$ cat src/rtl/hex_display_monitor.sv
// hex_display_monitor: watches active-low 7-segment buses and recovers the hex
// word being shown. Each frame must hold steady before it is decoded. A stable
// frame that differs from the last one reported is offered as a valid/ready beat.
//
// Handshake: out_valid rises only on entry to PRESENT. It stays high, with
// value/blank_mask/err_mask frozen, until a rising edge that sees out_valid &&
// out_ready. out_valid is low from the cycle after that edge. Only reset can
// withdraw an offered frame.
module hex_display_monitor #(
    parameter int NUM_DIGITS    = 4,
    parameter int STABLE_CYCLES = 4
) (
    input  logic                    clk,
    input  logic                    resetn,
    input  logic                    en,
    input  logic [7*NUM_DIGITS-1:0] seg_in,
    output logic                    out_valid,
    input  logic                    out_ready,
    output logic [4*NUM_DIGITS-1:0] value,
    output logic [NUM_DIGITS-1:0]   blank_mask,
    output logic [NUM_DIGITS-1:0]   err_mask,
    output logic                    busy
);

    localparam int SW = 7 * NUM_DIGITS;
    localparam int VW = 4 * NUM_DIGITS;
    localparam int CW = $clog2(STABLE_CYCLES + 1);
    localparam int IW = (NUM_DIGITS > 1) ? $clog2(NUM_DIGITS) : 1;
    localparam logic [CW-1:0] STAB_MAX = CW'(STABLE_CYCLES);
    localparam logic [IW-1:0] IDX_LAST = IW'(NUM_DIGITS - 1);

    typedef enum logic [1:0] {
        ST_IDLE,
        ST_WAIT,
        ST_SCAN,
        ST_PRESENT
    } state_t;

    state_t          state_q, state_d;
    logic [SW-1:0]   seg_q, seg_d;
    logic [CW-1:0]   stab_cnt_q, stab_cnt_d;
    logic            first_flag_q, first_flag_d;
    logic [IW-1:0]   idx_q, idx_d;
    logic [SW-1:0]   snapshot_q, snapshot_d;
    logic [SW-1:0]   last_q, last_d;
    logic [VW-1:0]   stage_val_q, stage_val_d;
    logic [NUM_DIGITS-1:0] stage_blank_q, stage_blank_d;
    logic [NUM_DIGITS-1:0] stage_err_q, stage_err_d;
    logic [VW-1:0]   value_q, value_d;
    logic [NUM_DIGITS-1:0] blank_q, blank_d;
    logic [NUM_DIGITS-1:0] err_q, err_d;

    logic [6:0] digit_cur;
    logic [5:0] dec;
    logic       stable;

    // Segment pattern (g..a, active low) -> {err, blank, nibble}.
    function automatic logic [5:0] decode_digit(input logic [6:0] p);
        case (p)
            7'b1000000: decode_digit = {2'b00, 4'h0};
            7'b1111001: decode_digit = {2'b00, 4'h1};
            7'b0100100: decode_digit = {2'b00, 4'h2};
            7'b0110000: decode_digit = {2'b00, 4'h3};
            7'b0011001: decode_digit = {2'b00, 4'h4};
            7'b0010010: decode_digit = {2'b00, 4'h5};
            7'b0000010: decode_digit = {2'b00, 4'h6};
            7'b1111000: decode_digit = {2'b00, 4'h7};
            7'b0000000: decode_digit = {2'b00, 4'h8};
            7'b0010000: decode_digit = {2'b00, 4'h9};
            7'b0001000: decode_digit = {2'b00, 4'hA};
            7'b0000011: decode_digit = {2'b00, 4'hB};
            7'b1000110: decode_digit = {2'b00, 4'hC};
            7'b0100001: decode_digit = {2'b00, 4'hD};
            7'b0000110: decode_digit = {2'b00, 4'hE};
            7'b0001110: decode_digit = {2'b00, 4'hF};
            7'b1111111: decode_digit = {2'b01, 4'h0};
            default:    decode_digit = {2'b10, 4'h0};
        endcase
    endfunction

    assign stable    = (stab_cnt_q == STAB_MAX);
    assign digit_cur = snapshot_q[7*int'(idx_q) +: 7];
    assign dec       = decode_digit(digit_cur);

    // Debounce sampling, next-state logic and staging of decoded digits.
    always_comb begin
        state_d       = state_q;
        seg_d         = seg_in;
        stab_cnt_d    = '0;
        first_flag_d  = first_flag_q;
        idx_d         = idx_q;
        snapshot_d    = snapshot_q;
        last_d        = last_q;
        stage_val_d   = stage_val_q;
        stage_blank_d = stage_blank_q;
        stage_err_d   = stage_err_q;
        value_d       = value_q;
        blank_d       = blank_q;
        err_d         = err_q;

        if (seg_in == seg_q) begin
            stab_cnt_d = stable ? STAB_MAX : stab_cnt_q + 1'b1;
        end

        case (state_q)
            ST_IDLE: begin
                if (en) begin
                    state_d      = ST_WAIT;
                    first_flag_d = 1'b1;
                end
            end
            ST_WAIT: begin
                if (!en) begin
                    state_d = ST_IDLE;
                end else if (stable) begin
                    snapshot_d = seg_q;
                    idx_d      = '0;
                    state_d    = ST_SCAN;
                end
            end
            ST_SCAN: begin
                stage_val_d[4*int'(idx_q) +: 4] = dec[3:0];
                stage_blank_d[idx_q]            = dec[4];
                stage_err_d[idx_q]              = dec[5];
                if (idx_q == IDX_LAST) begin
                    if (first_flag_q || (snapshot_q != last_q)) begin
                        value_d      = stage_val_d;
                        blank_d      = stage_blank_d;
                        err_d        = stage_err_d;
                        last_d       = snapshot_q;
                        first_flag_d = 1'b0;
                        state_d      = ST_PRESENT;
                    end else begin
                        state_d = ST_WAIT;
                    end
                end else begin
                    idx_d = idx_q + 1'b1;
                end
            end
            ST_PRESENT: begin
                if (out_ready) begin
                    state_d = ST_WAIT;
                end
            end
            default: state_d = ST_IDLE;
        endcase
    end

    // State and datapath registers with synchronous active-low reset.
    always_ff @(posedge clk) begin
        if (!resetn) begin
            state_q       <= ST_IDLE;
            seg_q         <= '1;
            stab_cnt_q    <= '0;
            first_flag_q  <= 1'b1;
            idx_q         <= '0;
            snapshot_q    <= '1;
            last_q        <= '1;
            stage_val_q   <= '0;
            stage_blank_q <= '0;
            stage_err_q   <= '0;
            value_q       <= '0;
            blank_q       <= '0;
            err_q         <= '0;
        end else begin
            state_q       <= state_d;
            seg_q         <= seg_d;
            stab_cnt_q    <= stab_cnt_d;
            first_flag_q  <= first_flag_d;
            idx_q         <= idx_d;
            snapshot_q    <= snapshot_d;
            last_q        <= last_d;
            stage_val_q   <= stage_val_d;
            stage_blank_q <= stage_blank_d;
            stage_err_q   <= stage_err_d;
            value_q       <= value_d;
            blank_q       <= blank_d;
            err_q         <= err_d;
        end
    end

    assign out_valid  = (state_q == ST_PRESENT);
    assign busy       = (state_q != ST_IDLE);
    assign value      = value_q;
    assign blank_mask = blank_q;
    assign err_mask   = err_q;

endmodule

$ cat config.mk
export PLATFORM = sky130hd
export DESIGN_NAME = hex_display_monitor
export DESIGN_NICKNAME = d
export VERILOG_FILES = /design/src/rtl/hex_display_monitor.sv
export SDC_FILE = /design/constraint.sdc
export NUM_CORES = 1
export LEC_CHECK = 0
export ABC_AREA = 1
export CORE_ASPECT_RATIO = 1.5
export CORE_UTILIZATION = 42
export CTS_CLUSTER_DIAMETER = 50
export DETAILED_ROUTE_END_ITERATION = 10
export GPL_ROUTABILITY_DRIVEN = 0
export PLACE_DENSITY = 0.65
export SLEW_MARGIN = 15
export SYNTH_ARGS = -nofsm -noshare
export SYNTH_HDL_FRONTEND = slang
export SYNTH_SLANG_ARGS = --single-unit
$ cat constraint.sdc
create_clock -name clk -period 2.33 [get_ports clk]
set_clock_uncertainty 0.2 [all_clocks]
set_input_delay 0.233 -clock clk [delete_from_list [all_inputs] [get_ports clk]]
set_output_delay 0.233 -clock clk [all_outputs]
set_load 0.005 [all_outputs]
==> impl_results.md <==
- Final net count: 1072
- Depth of the CTS H-tree: 4
- Global-route wire length before repair: 28700 µm
- Dpl hpwl: between 10000 and 15000 µm
- Worst-margin pin slew: roughly 0.48 ns
- Routed WL: 17400 µm
- Clk pin slew, worst setup/hold paths: 0.07 ns
- Post-synth EDFFs: 0
- Dpl cells: about 1200
- Antenna violations before repair: 0
- Internal power: approximately 4.6 mW
- Largest net degree at the start of global routing: 47
- Row count: between 50 and 60
- Worst hold path class: primary input to register
- Die area: 16600 µm²
- Sw Ratio: 0.287
- Post-Layout Cell Count: around 1200
- Power per standard cell area: 776 nW/µm²
- Final Hold Fails: 0
- Pre-antenna DRT Iters: 4
- Cell taking the most area after synthesis: dfxtp_1
- Slew HR: 0.678
- CTS Buffer Depth: 2
- Setup bufs post-CTS: 0
- Ranking of synthesized cells by area: dfxtp_1 41%, nand2_1 15%, inv_1 6.7%, nand3_1 5.4%, nor2_1 4.3%
- Setup Viol. Count Final: 0
- Leading cell type in the layout, fill and taps excluded: nand2_1
- # Max-Cap Violations: 0
- Combinational share of power: 0.157
- Routed Antenna Nets: 0
- Critical path launch point type: register
- TritonCTS Buffers: 17
- Status: completed
- DRC: 0
- P_leak: ~4 nW
- Post-synth top area share: 0.409
- Avg Cell Area, Syn: 6.96 µm²
- Syn Inst Count: 971
- Drt wl/cell: 14.0 µm
- ANT cells: 0
- Layout cell share with drive strength beyond 1: 0.114
- Worst EP arrival: 2.27 ns
- GRT Util Overall: 0.222
- Area growth, synth to finish: 21.8%
- Fin area: ~8000 µm²
- Place WS: 0.120 ns
- CTS tree: done
- Clock insertion delay at the later pin of the skew report: 0.43 ns
- Hold_ws: approximately 0.064 ns
- Critical Path RT: 2.45 ns
- Clock share of power: 0.434
- Leading cell types in the layout, fill and taps excluded: 276 x nand2_1, 137 x dfxtp_1, 119 x inv_1
- Fraction of registers with async set/reset: 0
- Initial core utilization: 0.431
- Clk sinks: ~140
- Die height: about 160 µm
- Synthesized cell area: 6760 µm²
- Post-route total power: 6.39 mW
- Yosys cell types: 37
- Vias in the first global route: 5959
- Setup ws final: 0.182 ns
- Slew Limit Fails: 0
- Area after DPL: about 7600 µm²
- Chip width: 106 µm
- Maximum operating frequency: between 400 and 500 MHz
- Yosys warns: 0
- DR vias: 6193
- Max IR drop VDD: approximately 0.00049 V
- Net switching power: 1.83 mW
- FF+latch count, synth: about 140
- Vias per cell: 4.98
- Buffers added on ports: 57
- Grt ovf: 0
- Core area: 15700 µm²
- Crit. End Element: register
- Final period util: 0.922
- Critical path peak fanout: 18
- Clk root buf: clkbuf_16
- Synthesized Nets: around 1000
- Drt initial violations: 323
- I/O pins: 58
- Sequential power share: 0.409
- Crit path kind: register to register
- Post-synthesis sequential area ratio: 0.409
- Most common flop cell mapped by yosys: dfxtp_1
- Post-route minimum period: 2.15 ns
-- synthesized netlist by cell type (7+ instances only) --
cell type and count:
inv_1 120, o211ai_1 28, dfxtp_1 138, nand3_1 73, o22ai_1 9, clkbuf_1 25, nand3_2 7, buf_2 7
nand2_2 12, nand2_1 278, ha_1 12, nor2_2 7, xor2_1 10, o21ai_0 39, nand4_1 13, nor2_1 77
or2_2 17, a21oi_1 47
-- power by group through the flow --
stage / Combinational [mW] / Clock, mW / Sequential [mW]
2_1_floorplan: 0.731 / 0 / 2.65
3_3_place_gp: 0.979 / 0 / 2.66
3_5_place_dp: 0.991 / 0 / 2.67
4_1_cts: 1.00 / 2.80 / 2.62
5_1_grt: 1.16 / 2.91 / 2.64
6_report: 1.00 / 2.77 / 2.62
-- path summary, 6_finish.rpt --
path         slack (ns)  depth (start not counted)     startpoint        endpoint
min reg2reg        0.25                          1  stab_cnt_q[0]   stab_cnt_q[0]
max reg2reg        0.18                         14       idx_q[0]  stage_val_q[0]
min                0.06                          3         resetn  snapshot_q[23]
max                0.18                         14       idx_q[0]  stage_val_q[0]
-- critical path, cell delays in order, from the launching register on --
cell and delay (ns):
dfxtp_2 0.38, buf_12 0.16, nand2_1 0.10, nand3_1 0.10
nand2_1 0.12, nand2_2 0.13, nor2_1 0.07, nand2_1 0.08
nand2_1 0.09, nor2_2 0.15, nand2_2 0.12, a22oi_2 0.17
nand2_1 0.07, nand2_1 0.07, inv_1 0.03
-- cell type report --
class	instances	area (µm²)
flip-flops and latches	138	2760
inverters	126	478
well taps	203	254
clock buffers	19	443
multi-input cells	665	3330
fillers	1596	7460
repair buffers	80	808
clock inverters	13	156
-- what timing repair did --
item | in CTS | in global routing
gates resized for setup | 0 | 10
hold buffers | 0 | 0
setup endpoints to repair | 0 | 45
-- layer usage --
| layer | GRT usage | up-vias | wire length, µm |
|---|---|---|---|
| met5 | 0 | - | 0 |
| met4 | 0.130 | 0 | 799 |
| met3 | 0.0327 | 46 | 494 |
| met2 | 0.412 | 146 | 9100 |
| met1 | 0.238 | 2783 | 7050 |
| li1 | - | 3218 | - |
-- state kept, by name (all words and copies together) (netlist names) --
signal and cells:
value 16, first_flag_q 1, err_mask 4, snapshot_q 28, idx_q 2, state_q 2
last_q 28, stage_err_q 3, blank_mask 4, stage_blank_q 3, stab_cnt_q 3, stage_val_q 16
seg_q 28
-- kinds of logic (layout without fill, tap and decap cells) --
kind of cell,count (synthesis),after routing,synth area share
xor+xnor,16,16,0.0207
compound gates,137,137,0.123
simple gates,500,500,0.325
flops,138,138,0.409
buf+inv,168,238,0.101
fa+ha+maj,12,12,0.0222
-- per-stage QoR --
| step | setup TNS (ns) | util |
|---|---|---|
| 5_1_grt | -0.0253 | 0.525 |
| 2_1_floorplan | 0 | - |
| 3_3_place_gp | 0 | 0.485 |
| 4_1_cts | 0 | 0.523 |
| 3_5_place_dp | 0 | 0.485 |
| 6_report | 0 | 0.525 |
Power figures use the tool's default switching activity.
